[src/rtl/oh_to_idx_pipe_pkg.sv]
// Shared definitions for the one-hot to index pipe: FSM encodings and defaults.
package oh_to_idx_pipe_pkg;

    typedef enum logic [1:0] {
        ST_EMPTY = 2'd0,
        ST_ONE   = 2'd1,
        ST_TWO   = 2'd2
    } pipe_state_t;

    localparam int ERR_CNT_WIDTH_DEFAULT = 8;

endpackage

[src/rtl/oh_to_idx_pipe_if.sv]
// Handshake bundle for oh_to_idx_pipe: input side, output side and error counter.
interface oh_to_idx_pipe_if
    import oh_to_idx_pipe_pkg::*;
#(
    parameter int OH_WIDTH      = 4,
    parameter int IDX_WIDTH     = 2,
    parameter int ERR_CNT_WIDTH = ERR_CNT_WIDTH_DEFAULT
);
    logic                     in_valid;
    logic                     in_ready;
    logic [OH_WIDTH-1:0]      in_one_hot;
    logic                     out_valid;
    logic                     out_ready;
    logic [IDX_WIDTH-1:0]     out_idx;
    logic                     out_zero;
    logic                     out_multi;
    logic [ERR_CNT_WIDTH-1:0] err_cnt;

    modport master (
        output in_valid, in_one_hot, out_ready,
        input  in_ready, out_valid, out_idx, out_zero, out_multi, err_cnt
    );

    modport slave (
        input  in_valid, in_one_hot, out_ready,
        output in_ready, out_valid, out_idx, out_zero, out_multi, err_cnt
    );
endinterface

[src/rtl/oh_to_idx_pipe_oh_to_idx.sv]
// Combinational lowest-set-bit encoder with zero-hot and multi-hot flags.
module oh_to_idx #(
    parameter int OH_WIDTH  = 4,
    parameter int IDX_WIDTH = 2
) (
    input  logic [OH_WIDTH-1:0]  one_hot,
    output logic [IDX_WIDTH-1:0] idx,
    output logic                 zero,
    output logic                 multi
);

    // Scan from the top down so the lowest set bit is the last one written.
    always_comb begin
        idx = '0;
        for (int i = OH_WIDTH - 1; i >= 0; i--) begin
            if (one_hot[i]) begin
                idx = IDX_WIDTH'(i);
            end
        end
    end

    assign zero  = (one_hot == '0);
    assign multi = |(one_hot & (one_hot - OH_WIDTH'(1)));

endmodule

[src/rtl/oh_to_idx_pipe.sv]
// Registered one-hot to index decoder with a two-entry skid buffer.
// Optional multi-hot error counter enabled by OH_TO_IDX_PIPE_ERR_CNT_EN.
module oh_to_idx_pipe
    import oh_to_idx_pipe_pkg::*;
#(
    parameter int OH_WIDTH      = 4,
    parameter int IDX_WIDTH     = 2,
    parameter int ERR_CNT_WIDTH = ERR_CNT_WIDTH_DEFAULT
) (
    input logic              clk,
    input logic              rst_n,
    oh_to_idx_pipe_if.slave  bus
);

    typedef struct packed {
        logic [IDX_WIDTH-1:0] idx;
        logic                 zero;
        logic                 multi;
    } entry_t;

    pipe_state_t state;
    entry_t      main_q;
    entry_t      skid_q;
    entry_t      dec;
    logic        in_ready_q;
    logic        out_valid_q;
    logic        accept;
    logic        deliver;

    oh_to_idx #(
        .OH_WIDTH  (OH_WIDTH),
        .IDX_WIDTH (IDX_WIDTH)
    ) u_dec (
        .one_hot (bus.in_one_hot),
        .idx     (dec.idx),
        .zero    (dec.zero),
        .multi   (dec.multi)
    );

    assign accept  = bus.in_valid && in_ready_q;
    assign deliver = out_valid_q && bus.out_ready;

    always_ff @(posedge clk) begin
        if (!rst_n) begin
            state       <= ST_EMPTY;
            in_ready_q  <= 1'b1;
            out_valid_q <= 1'b0;
            main_q      <= '0;
            skid_q      <= '0;
        end else begin
            case (state)
                ST_EMPTY: begin
                    if (accept) begin
                        main_q      <= dec;
                        out_valid_q <= 1'b1;
                        state       <= ST_ONE;
                    end
                end
                ST_ONE: begin
                    if (accept && !deliver) begin
                        skid_q     <= dec;
                        in_ready_q <= 1'b0;
                        state      <= ST_TWO;
                    end else if (!accept && deliver) begin
                        out_valid_q <= 1'b0;
                        state       <= ST_EMPTY;
                    end else if (accept && deliver) begin
                        main_q <= dec;
                    end
                end
                ST_TWO: begin
                    // in_ready is low here, so only the drain path exists.
                    if (deliver) begin
                        main_q     <= skid_q;
                        in_ready_q <= 1'b1;
                        state      <= ST_ONE;
                    end
                end
                default: begin
                    state       <= ST_EMPTY;
                    in_ready_q  <= 1'b1;
                    out_valid_q <= 1'b0;
                end
            endcase
        end
    end

    assign bus.in_ready  = in_ready_q;
    assign bus.out_valid = out_valid_q;
    assign bus.out_idx   = main_q.idx;
    assign bus.out_zero  = main_q.zero;
    assign bus.out_multi = main_q.multi;

`ifdef OH_TO_IDX_PIPE_ERR_CNT_EN
    logic [ERR_CNT_WIDTH-1:0] err_cnt_q;

    always_ff @(posedge clk) begin
        if (!rst_n) begin
            err_cnt_q <= '0;
        end else if (accept && dec.multi && (err_cnt_q != {ERR_CNT_WIDTH{1'b1}})) begin
            err_cnt_q <= err_cnt_q + ERR_CNT_WIDTH'(1);
        end
    end

    assign bus.err_cnt = err_cnt_q;
`else
    assign bus.err_cnt = {ERR_CNT_WIDTH{1'b0}};
`endif

endmodule
[src/flat_wrapper.sv]
// flat-port wrapper written by rule: the top's interface ports become plain ports
module oh_to_idx_pipe_flat import oh_to_idx_pipe_pkg::*;
#(
    parameter int OH_WIDTH      = 4,
    parameter int IDX_WIDTH     = 2,
    parameter int ERR_CNT_WIDTH = ERR_CNT_WIDTH_DEFAULT
)
  (clk, rst_n, bus_in_valid, bus_in_one_hot, bus_out_ready, bus_in_ready, bus_out_valid, bus_out_idx, bus_out_zero, bus_out_multi, bus_err_cnt);
  oh_to_idx_pipe_if #(.OH_WIDTH(OH_WIDTH), .IDX_WIDTH(IDX_WIDTH), .ERR_CNT_WIDTH(ERR_CNT_WIDTH)) bus_i ();
  input logic clk;
  input logic rst_n;
  input wire logic [$bits(bus_i.in_valid)-1:0] bus_in_valid;
  input wire logic [$bits(bus_i.in_one_hot)-1:0] bus_in_one_hot;
  input wire logic [$bits(bus_i.out_ready)-1:0] bus_out_ready;
  output wire logic [$bits(bus_i.in_ready)-1:0] bus_in_ready;
  output wire logic [$bits(bus_i.out_valid)-1:0] bus_out_valid;
  output wire logic [$bits(bus_i.out_idx)-1:0] bus_out_idx;
  output wire logic [$bits(bus_i.out_zero)-1:0] bus_out_zero;
  output wire logic [$bits(bus_i.out_multi)-1:0] bus_out_multi;
  output wire logic [$bits(bus_i.err_cnt)-1:0] bus_err_cnt;
  assign bus_i.in_valid = bus_in_valid;
  assign bus_i.in_one_hot = bus_in_one_hot;
  assign bus_i.out_ready = bus_out_ready;
  assign bus_in_ready = bus_i.in_ready;
  assign bus_out_valid = bus_i.out_valid;
  assign bus_out_idx = bus_i.out_idx;
  assign bus_out_zero = bus_i.out_zero;
  assign bus_out_multi = bus_i.out_multi;
  assign bus_err_cnt = bus_i.err_cnt;
  oh_to_idx_pipe #(.OH_WIDTH(OH_WIDTH), .IDX_WIDTH(IDX_WIDTH), .ERR_CNT_WIDTH(ERR_CNT_WIDTH)) u_core (.clk(clk), .rst_n(rst_n), .bus(bus_i));
endmodule
[config.mk]
export PLATFORM = sky130hd
export DESIGN_NAME = oh_to_idx_pipe_flat
export DESIGN_NICKNAME = d
export VERILOG_FILES = /design/src/rtl/oh_to_idx_pipe_pkg.sv /design/src/rtl/oh_to_idx_pipe_if.sv /design/src/rtl/oh_to_idx_pipe_oh_to_idx.sv /design/src/rtl/oh_to_idx_pipe.sv /design/src/flat_wrapper.sv
export SDC_FILE = /design/constraint.sdc
export NUM_CORES = 1
export LEC_CHECK = 0
export ABC_CLOCK_PERIOD_IN_PS = 2890
export BUFFER_PORTS_ARGS = -buffer_cell sky130_fd_sc_hd__clkbuf_2
export CORE_AREA = 2 2 44 46
export DETAILED_ROUTE_END_ITERATION = 10
export DIE_AREA = 0 0 46 48
export HOLD_SLACK_MARGIN = 0.06
export PLACE_DENSITY = 0.78
export SETUP_SLACK_MARGIN = 0.3
export SLEW_MARGIN = 25
export SYNTH_ARGS = -nofsm -noshare
export SYNTH_HDL_FRONTEND = slang
export SYNTH_SLANG_ARGS = --single-unit
[constraint.sdc]
create_clock -name clk -period 2.89 [get_ports clk]
set_input_delay 0.578 -clock clk [delete_from_list [all_inputs] [get_ports clk]]
set_output_delay 0.578 -clock clk [all_outputs]
set_load 0.03 [all_outputs]
==> impl_metrics.env <==
export IMPL_outcome="completed"
export IMPL_synth_warnings=0
export IMPL_dp_hpwl_um=1170
export IMPL_unrepaired_setup_endpoints_after_global_routing="no"
export IMPL_number_of_buffers_created_by_cts=3
export IMPL_grt_max_degree=11
export IMPL_worstSetupPathType="flip-flop to primary output"
export IMPL_wl_per_cell_um=13.6
export IMPL_clockRootBuffer="sky130_fd_sc_hd__clkbuf_4"
export IMPL_antenna_left=0
export IMPL_placed_cells=109
export IMPL_path_clk_slew_ns=0.08
export IMPL_post_layout_util_pct=47.5
export IMPL_clock_path_buffers=2
export IMPL_core_sq_um=1690
export IMPL_crit_path_max_incr_delay_ns=0.47
export IMPL_seqCellArea_sq_um=240
export IMPL_post_synth_inst_count=81
export IMPL_dr_total_vias=639
export IMPL_worstPathArrival_ns=1.01
export IMPL_power_leakage_nw=0.327
export IMPL_gr_usage_all_layers_pct=15.2
export IMPL_fin_hold_ws_ns=0.468
export IMPL_maxCapViolCount=0
export IMPL_synthMostInstantiatedCell="sky130_fd_sc_hd__dfxtp_1"
export IMPL_via_count_normalized_by_instance_count=5.65
export IMPL_final_layout_size_suffix_gt1_share_pct=25.0
export IMPL_tritoncts_clock_tree="built"
export IMPL_worst_skew_pair_late_latency_ns=0.29
export IMPL_synth_top_family_by_area="compound AO/OA/AOI/OAI gates"
export IMPL_fin_setup_tns_ns=0
export IMPL_drt_pass1_iterations=4
export IMPL_initial_utilization_pct=42.9
export IMPL_portBuffers=13
export IMPL_layoutNonFillerInstCount=113
export IMPL_synth_xor_area_share_pct=0
export IMPL_synthAdderAreaFrac_pct=1.38
export IMPL_worst_ir_drop_vdd_uv=369
export IMPL_grt_antenna_before_repair=0
export IMPL_power_density_nw_per_um2=657
export IMPL_nNetsFinal=105
export IMPL_vias_in_the_first_global_route=533
export IMPL_initialDrtViolationCount=16
export IMPL_clock_tree_htree_level_count=1
export IMPL_drcViolationCount=0
export IMPL_critPathBufInv=1
export IMPL_worst_setup_path_end_kind="primary output"
export IMPL_clock_sinks=12
export IMPL_synthDominantAreaCellType="sky130_fd_sc_hd__dfxtp_1"
export IMPL_cp_cell_sequence="clkbuf_2"
export IMPL_crit_slowest_cell="sky130_fd_sc_hd__dfxtp_1"
export IMPL_diodes=0
export IMPL_dieWidth_um=46
export IMPL_drt_total_wl_um=1540
export IMPL_pre_cts_slack_ns=1.31
export IMPL_min_delay_worst_type="flip-flop to flip-flop"
export IMPL_cts_resized=0
export IMPL_finalWeightedCongestion=0.792
export IMPL_final_period_minus_worst_setup_slack_ns=1.59
export IMPL_postSynth_topFlopCell="sky130_fd_sc_hd__dfxtp_1"
export IMPL_cp_top_family="flip-flops"
export IMPL_die_area_sq_um=2210
export IMPL_die_height_um=48
export IMPL_synth_top_cells_by_area="sky130_fd_sc_hd__dfxtp_1 33%, sky130_fd_sc_hd__buf_4 8.3%, sky130_fd_sc_hd__nand2_1 4.7%, sky130_fd_sc_hd__o21ai_0 4.1%, sky130_fd_sc_hd__a21oi_1 3.5%"
export IMPL_grt_pass1_wl_um=2300
export IMPL_finalClockSkew_ns=0.00400
export IMPL_std_cell_rows=15
export IMPL_syn_area_sq_um=724
export IMPL_async_flop_share_pct=0
export IMPL_area_delta_synth_final_pct=10.7
export IMPL_post_synthesis_sequential_area_ratio_pct=33.2
export IMPL_netlist_area_leader_share_pct=33.2
export IMPL_post_cts_buffers=0
export IMPL_area_share_of_and_or_nand_nor_cells_after_synthesis_pct=20.6
export IMPL_ys_seq_elements=12
export IMPL_final_fill_count=168
export IMPL_required_ns=2.31
export IMPL_ioPinCount=22
export IMPL_min_period_over_period_pct=54.9
export IMPL_overflow=0
export IMPL_cp_launch_type="flip-flop"
export IMPL_synth_commonest_cells="12 x sky130_fd_sc_hd__dfxtp_1, 9 x sky130_fd_sc_hd__nand2_1, 8 x sky130_fd_sc_hd__buf_4"
export IMPL_synthMuxAreaShare_pct=2.76
export IMPL_hold_viol=0
export IMPL_area_of_combinational_cells_with_multiple_inputs_sq_um=428
export IMPL_path_max_fanout=6
export IMPL_drv_slew=0
export IMPL_synth_cell_type_count=34
export IMPL_fmaxAchievable_mhz=630
export IMPL_report_final_setup_viol=0
export IMPL_syn_avg_cell_area_sq_um=8.94
export IMPL_synth_edf_count=0
export IMPL_postCtsHoldBufs=0
export IMPL_area_fraction_in_compound_gates_after_synthesis_pct=30.2
export IMPL_post_route_worst_setup_slack_ns=1.30
## cell type report
type                    instances  share of cell area (%)
multi-input cells              64                    53.4
flip-flops and latches         12                    30.0
repair buffers                 13                    8.11
clock buffers                   4                    4.52
well taps                      17                    2.65
inverters                       3                    1.40
## routing by layer
layer  vias to the layer above  part of all wire, %  global-route usage [%]
met5                         -                    0                       0
met4                         0                  2.5                    9.71
met3                         6                  4.9                    5.66
met2                        19                   49                    22.8
met1                       295                   44                    18.2
li1                        319                    -                       -
## worst paths after layout
| check | cells past startpoint | endpoint | start | slack, ns |
|---|---|---|---|---|
| setup / recovery | 1 | bus_out_valid | u_core.bus.out_valid | 1.30 |
| hold / removal | 2 | u_core.skid_q[0] | u_core.skid_q[0] | 0.47 |
| setup reg to reg | 3 | u_core.bus.out_idx[0] | u_core.state[1] | 1.59 |
| hold reg to reg | 2 | u_core.skid_q[0] | u_core.skid_q[0] | 0.47 |
## power breakdown
group	total, mW	switching, mW	internal (mW)
clock network	0.139	0.0625	0.0769
registers	0.213	0.0257	0.188
logic	0.174	0.112	0.0614
total	0.527	0.201	0.326
## stage by stage
step	total power, mW	area, sq um
CTS	0.525	802
finish	0.527	802
global route	0.554	802
global placement	0.386	766
floorplan	0.356	751
detailed placement	0.390	766
## sequential cells by signal, indices dropped and copies added, names as in the netlist
register,count
u_core.bus.out_multi,1
u_core.bus.out_idx,2
u_core.bus.out_valid,1
u_core.bus.out_zero,1
u_core.skid_q,4
u_core.state,2
u_core.bus.in_ready,1
## cell families after synthesis
family,count (synthesis)
buf+inv,12
simple gates,25
flops,12
other cells,1
mux,2
fa+ha+maj,1
compound gates,28
## cell usage in the layout, fill, tap and decap left out
cell / n
sky130_fd_sc_hd__a211o_1: 1
sky130_fd_sc_hd__a211oi_1: 2
sky130_fd_sc_hd__a21bo_2: 1
sky130_fd_sc_hd__a21boi_4: 1
sky130_fd_sc_hd__a21o_1: 1
sky130_fd_sc_hd__a21oi_1: 5
sky130_fd_sc_hd__a221oi_2: 1
sky130_fd_sc_hd__a311oi_1: 2
sky130_fd_sc_hd__and3b_1: 1
sky130_fd_sc_hd__and4_1: 1
sky130_fd_sc_hd__and4b_4: 1
sky130_fd_sc_hd__clkbuf_2: 13
sky130_fd_sc_hd__clkbuf_4: 3
sky130_fd_sc_hd__clkbuf_8: 1
sky130_fd_sc_hd__conb_1: 8
sky130_fd_sc_hd__dfxtp_1: 12
sky130_fd_sc_hd__inv_1: 3
sky130_fd_sc_hd__maj3_1: 1
sky130_fd_sc_hd__mux2i_1: 2
sky130_fd_sc_hd__nand2_1: 9
sky130_fd_sc_hd__nand2b_2: 1
sky130_fd_sc_hd__nand3_1: 2
sky130_fd_sc_hd__nand3b_1: 2
sky130_fd_sc_hd__nand4_1: 1
sky130_fd_sc_hd__nor2_1: 3
sky130_fd_sc_hd__nor2b_1: 2
sky130_fd_sc_hd__nor3b_1: 1
sky130_fd_sc_hd__nor4_2: 1
sky130_fd_sc_hd__o2111ai_1: 2
sky130_fd_sc_hd__o211ai_1: 2
sky130_fd_sc_hd__o21ai_0: 6
sky130_fd_sc_hd__o221ai_1: 1
sky130_fd_sc_hd__o22ai_2: 1
sky130_fd_sc_hd__o2bb2ai_1: 1
sky130_fd_sc_hd__o31a_1: 1
## worst min-delay path, delay by kind of cell, from the launching register on
| kind | cells | cell delay (ns) |
|---|---|---|
| DFF | 1 | 0.31 |
| muxes | 1 | 0.06 |
| and+or+nand+nor | 1 | 0.05 |
Note: power is estimated with default switching activity, not from simulation.
